File: src/rtl/lvds_tx.sv
`timescale 1ns/1ps
// I/Q word serializer: pops 32-bit words and sends 16 MSB-first 2-bit symbols with I/Q sync framing.
// The first symbol appears 3 cycles after the pull decision; back-to-back words stream every 16 cycles while the FIFO is non-empty, otherwise the link idles at 00.
module lvds_tx (
    input  logic        i_ddr_clk,
    input  logic        i_rst_b,
    input  logic        i_tx_en,
    input  logic        i_fifo_empty,
    input  logic [31:0] i_fifo_data,
    output logic        o_fifo_read_clk,
    output logic        o_fifo_pull,
    output logic [1:0]  o_ddr_data,
    output logic        o_underrun,
    output logic [1:0]  o_debug_state
);

    localparam logic [1:0] IDLE    = 2'b00;
    localparam logic [1:0] FETCH   = 2'b01;
    localparam logic [1:0] I_PHASE = 2'b11;
    localparam logic [1:0] Q_PHASE = 2'b10;

    localparam logic [1:0] I_SYNC  = 2'b10;
    localparam logic [1:0] Q_SYNC  = 2'b01;

    // Counter value in Q_PHASE while symbol 15 / symbol 13 is on the link
    localparam logic [2:0] CNT_LAST     = 3'd0;
    localparam logic [2:0] CNT_DECISION = 3'd2;

    logic [1:0]  state_q, state_d;
    logic [2:0]  cnt_q, cnt_d;
    logic [31:0] shift_q, shift_d;
    logic        pull_q, pull_d;
    logic        cont_q, cont_d;
    logic        urun_pend_q, urun_pend_d;
    logic        underrun_q, underrun_d;

    logic [31:0] framed_word;
    logic        can_fetch;
    logic        unused_sync_bits;

    // The sync positions of the FIFO word are discarded and replaced on the wire
    assign framed_word      = {I_SYNC, i_fifo_data[29:16], Q_SYNC, i_fifo_data[13:0]};
    assign unused_sync_bits = ^{i_fifo_data[31:30], i_fifo_data[15:14]};
    assign can_fetch        = i_tx_en && !i_fifo_empty;

    always_comb begin
        state_d     = state_q;
        cnt_d       = cnt_q;
        shift_d     = shift_q;
        pull_d      = 1'b0;
        cont_d      = cont_q;
        urun_pend_d = urun_pend_q;
        underrun_d  = 1'b0;

        case (state_q)
            IDLE: begin
                if (pull_q) begin
                    state_d = FETCH;
                end else if (can_fetch) begin
                    pull_d = 1'b1;
                end
            end

            FETCH: begin
                shift_d = framed_word;
                cnt_d   = 3'd7;
                state_d = I_PHASE;
            end

            I_PHASE: begin
                shift_d = {shift_q[29:0], 2'b00};
                cnt_d   = cnt_q - 3'd1;
                if (cnt_q == CNT_LAST) begin
                    cnt_d   = 3'd7;
                    state_d = Q_PHASE;
                end
            end

            Q_PHASE: begin
                shift_d = {shift_q[29:0], 2'b00};
                cnt_d   = cnt_q - 3'd1;

                // Edge starting symbol 14: decide whether the next word follows seamlessly
                if (cnt_q == CNT_DECISION) begin
                    cont_d      = can_fetch;
                    pull_d      = can_fetch;
                    urun_pend_d = i_tx_en && i_fifo_empty;
                end

                if (cnt_q == CNT_LAST) begin
                    cont_d      = 1'b0;
                    urun_pend_d = 1'b0;
                    if (cont_q) begin
                        shift_d = framed_word;
                        cnt_d   = 3'd7;
                        state_d = I_PHASE;
                    end else begin
                        shift_d    = '0;
                        cnt_d      = '0;
                        state_d    = IDLE;
                        underrun_d = urun_pend_q;
                    end
                end
            end

            default: begin
                state_d = IDLE;
                shift_d = '0;
                cnt_d   = '0;
                cont_d  = 1'b0;
            end
        endcase
    end

    always_ff @(posedge i_ddr_clk or negedge i_rst_b) begin
        if (!i_rst_b) begin
            state_q     <= IDLE;
            cnt_q       <= '0;
            shift_q     <= '0;
            pull_q      <= 1'b0;
            cont_q      <= 1'b0;
            urun_pend_q <= 1'b0;
            underrun_q  <= 1'b0;
        end else begin
            state_q     <= state_d;
            cnt_q       <= cnt_d;
            shift_q     <= shift_d;
            pull_q      <= pull_d;
            cont_q      <= cont_d;
            urun_pend_q <= urun_pend_d;
            underrun_q  <= underrun_d;
        end
    end

    // Symbol comes straight from a flop; the shift register is all-zero whenever no word is in flight
    assign o_ddr_data      = shift_q[31:30];
    assign o_fifo_pull     = pull_q;
    assign o_underrun      = underrun_q;
    assign o_debug_state   = state_q;
    assign o_fifo_read_clk = i_ddr_clk;

endmodule

File: config.mk
export PLATFORM = sky130hd
export DESIGN_NAME = lvds_tx
export DESIGN_NICKNAME = d
export VERILOG_FILES = /design/src/rtl/lvds_tx.sv
export SDC_FILE = /design/constraint.sdc
export NUM_CORES = 1
export LEC_CHECK = 0
export CAP_MARGIN = 20
export CORE_MARGIN = 1.5
export CORE_UTILIZATION = 45
export DETAILED_ROUTE_END_ITERATION = 7
export GPL_TIMING_DRIVEN = 0
export PLACE_DENSITY = 0.71
export SYNTH_ARGS = -nofsm -noshare
export SYNTH_HDL_FRONTEND = slang
export SYNTH_SLANG_ARGS = --single-unit
File: constraint.sdc
create_clock -name i_ddr_clk -period 2.21 [get_ports i_ddr_clk]
set_input_delay 0.663 -clock i_ddr_clk [delete_from_list [all_inputs] [get_ports i_ddr_clk]]
set_output_delay 0.663 -clock i_ddr_clk [all_outputs]
set_load 0.05 [all_outputs]
==> run summary, run 1 <==
- **clock skew after layout** 0.00825 ns
- **post-synth net total** 230
- **worst setup slack before clock tree synthesis** -0.344 ns
- **number of nets at the end of the flow** 278
- **clock edge transition at the registers on the reported setup and hold paths** 0.08 ns
- **sequential area share after synthesis** 47.8%
- **multi-input gate area in the final layout** 988 sq um
- **initial antenna violation count** 0
- **Critical Path End Type** output pin
- **final standard cell utilization of the core** 61.4%
- **first-pass GRT wire length** 8.14 mm
- **Critical Path AT** 1.48 ns
- **storage element area** 1030 sq um
- **commonest cells after routing, fill and taps aside** dfrtp_1, nor2_1, clkdlybuf4s50_1
- **largest net degree at the start of global routing** 35
- **outcome** finished clean
- **I/O pins** 43
- **Detailed Place HPWL** 3.28 mm
- **iteration-0 DRC count of the detailed router** 101
- **type of the worst min-delay path** in -> async
- **post-synthesis cell area** 2150 sq um
- **post-synthesis to final-layout area growth** 27.9%
- **final-report setup violation count** 0
- **hold buffer count at CTS** 0
- **worst ir drop on vdd** 0.00119 V
- **final setup slack of the worst path** 0.0710 ns
- **IO buf count** 38
- **number of buffers and inverters on the critical path** 3
- **total vias in the final route** 1676
- **iteration count of the initial detailed-routing pass** 4
- **clock tree from TritonCTS** yes
- **unrepaired setup endpoints after global routing** false
- **Die Height** 72.1 um
- **transition time at the pin with the least slew margin** 0.505 ns
- **number of standard cells after synthesis** 191
- **DRC viols** 0
- **category of the worst setup path launch point** clock port
- **pwr/cell area** 1360 nW/um^2
- **distinct cell type count of the synthesized netlist** 38
- **leading cell type in the layout, fill and taps excluded** dfrtp_1
- **share of total power in combinational logic** 45.5%
- **Setup Total Neg Slack** 0 ns
- **dominant delay contributor by cell family on the critical path** buffers and inverters
- **total of max-cap violations** 0
- **portion of total power attributed to the clock network** 22.1%
- **number of flip-flops and latches in the synthesized netlist** 41
- **Slew HR** 66.3%
- **total detailed-routing wirelength** 4.86 mm
- **sequential fraction of design power** 32.5%
- **standard-cell rows** 24
- **overall die area** 5190 sq um
- **post-CTS setup-driven buffer insertion count** 0
- **overall fraction of global-route tracks in use** 20.5%
- **count of final hold-check violations** 0
- **number of nets still failing antenna checks after routing** 0
- **warning count from the yosys run** 0
- **layout cells sized above 1** 12.5%
- **peak fanout along the critical path** 2
- **most frequent CP cell** clkbuf_8
- **clock latency of the later-clocked register in the worst-skew pair** 0.41 ns
- **type of the setup path with the least slack** clk -> out
- **overall power of the completed layout** 3.74 mW
- **Leakage Power** 1.23 nW
- **switching fraction of total power** 38.9%
- **routability-driven placement congestion ratio** 0.779
- **vias in the first global route** 1709
- **number of vias per cell** 5.74
- **predominant post-synthesis flop cell** dfrtp_1
- **Wirelength per Cell** 16.7 um
- **number of slew-limit violations in the final report** 0
- **number of enable flip-flop cells after synthesis** 0
- **crit-path max cell delay** 0.14 ns
- **total global routing overflow** 0
- **Worst R2R Setup Slack** 0.15 ns
- **Cell Chain, Critical Path** clkbuf_8 -> clkbuf_8 -> buf_8
- **power dissipated by switching net loads** 1.45 mW
- **number of antenna diodes** 0
- **internal portion of total power** 2.28 mW
- **proportion of synthesized flip-flops having asynchronous set or reset** 100%
- **core area** 4470 sq um
- **fill cell total of the finished layout** 387
- **library cell contributing the largest single delay on the critical path** buf_8
- **Starting Density** 48.0%
- **die boundary width** 72.1 um
- **data required time at the worst endpoint** 1.55 ns
- **Post-Syn Area per Cell** 11.2 sq um
cell usage after synthesis (2+ instances only):
| cell type | instances | area share [%] |
|---|---|---|
| inv_1 | 4 | 0.70 |
| buf_4 | 3 | 1.0 |
| o22a_1 | 2 | 0.82 |
| ha_1 | 3 | 1.7 |
| o21ai_0 | 2 | 0.47 |
| buf_2 | 6 | 1.4 |
| or2b_1 | 2 | 0.70 |
| o21bai_1 | 2 | 0.70 |
| nor2_1 | 34 | 5.9 |
| nor3_1 | 2 | 0.47 |
| clkbuf_1 | 7 | 1.2 |
| a221o_1 | 26 | 12 |
| a22o_1 | 2 | 0.82 |
| a21oi_1 | 2 | 0.47 |
| dfrtp_1 | 41 | 48 |
| mux2i_1 | 28 | 13 |
| buf_8 | 2 | 1.4 |
| o2bb2ai_1 | 3 | 1.2 |
per-layer routing:
| layer | global-route usage, % | up-vias | part of all wire, % | wire, um |
|---|---|---|---|---|
| met5 | 0 | - | 0 | 0 |
| met4 | 10.1 | 0 | 0.53 | 26 |
| met3 | 4.86 | 2 | 5.2 | 253 |
| met2 | 29.7 | 41 | 45 | 2180 |
| met1 | 28.9 | 822 | 49 | 2400 |
| li1 | - | 811 | - | - |
stage by stage:
step                hold slack, ns  instance area, sq um  cells
global placement             0.479                  2590    281
finish                      0.0902                  2750    292
detailed placement           0.485                  2610    282
global route                0.0960                  2750    292
floorplan                    0.367                  2150    191
CTS                         0.0938                  2750    293
logic make-up (layout without fill, tap and decap cells):
group / after synthesis / after routing / share of synthesized area, %
AND/OR/NAND/NOR: 49 / 49 / 11.6
multiplexers: 28 / 28 / 13.1
adder cells (fa/ha/maj): 3 / 3 / 1.75
buffers and inverters: 23 / 72 / 6.29
flip-flops: 41 / 41 / 47.8
AO/OA/AOI/OAI: 47 / 47 / 19.5
path summary, 6_finish.rpt:
check                                              from                      end  cells after the start
worst max-delay path                          i_ddr_clk          o_fifo_read_clk                      3
worst min-delay path                            i_rst_b   shift_q[6]$_DFFE_PN0P_                      1
worst max register to register     cnt_q[0]$_DFFE_PN0P_  shift_q[24]$_DFFE_PN0P_                      7
worst min register to register  shift_q[25]$_DFFE_PN0P_  shift_q[27]$_DFFE_PN0P_                      1
max in group asynchronous                       i_rst_b    o_fifo_pull$_DFF_PN0_                      2
min in group i_ddr_clk          shift_q[25]$_DFFE_PN0P_  shift_q[27]$_DFFE_PN0P_                      1
registers in the layout, summed over array words and instances (netlist names):
register and count:
urun_pend_q 1, cnt_q 3, cont_q 1, o_debug_state 2, o_underrun 1, shift_q 32
o_fifo_pull 1
power by group through the flow:
stage | Sequential [mW] | Combinational, mW | Clock [mW]
after global placement | 1.22 | 1.69 | 0.129
after CTS | 1.21 | 1.71 | 0.844
final | 1.21 | 1.70 | 0.824
after global routing | 1.24 | 1.89 | 0.870
after floorplan | 1.24 | 1.26 | 0.0976
after detailed placement | 1.22 | 1.72 | 0.129
what timing repair did:
action / in CTS / in global routing
gates resized for setup: 12 / 3
endpoints found under the hold margin: 0 / 0
setup endpoints to repair: 6 / 18
final cells by class:
type,count,share of cell area (%)
Sequential cell,41,37.4
Inverter,4,0.547
Clock buffer,11,5.56
Multi-Input combinational cell,127,36.0
Tap cell,52,2.37
Timing Repair Buffer,38,13.9
Clock inverter,1,0.182
Buffer,18,4.10
worst register-to-register path: cells and delay by family, from the launching register on:
kind                     cells  cell delay [ns]
AO/OA/AOI/OAI                1             0.30
buffers and inverters        3             0.39
adder cells (fa/ha/maj)      1             0.27
flip-flops                   1             0.39
AND/OR/NAND/NOR              2             0.59
Note: power is estimated with default switching activity, not from simulation.
==> run 2, diff against run 1 <==
--- a/config.mk
+++ b/config.mk
@@ -11,6 +11,7 @@
 export DETAILED_ROUTE_END_ITERATION = 7
 export GPL_TIMING_DRIVEN = 0
 export PLACE_DENSITY = 0.71
+export SLEW_MARGIN = 0
 export SYNTH_ARGS = -nofsm -noshare
 export SYNTH_HDL_FRONTEND = slang
 export SYNTH_SLANG_ARGS = --single-unit
==> results of run 2 <==
Final layout, timing and power as in run 1 (identical DEF).
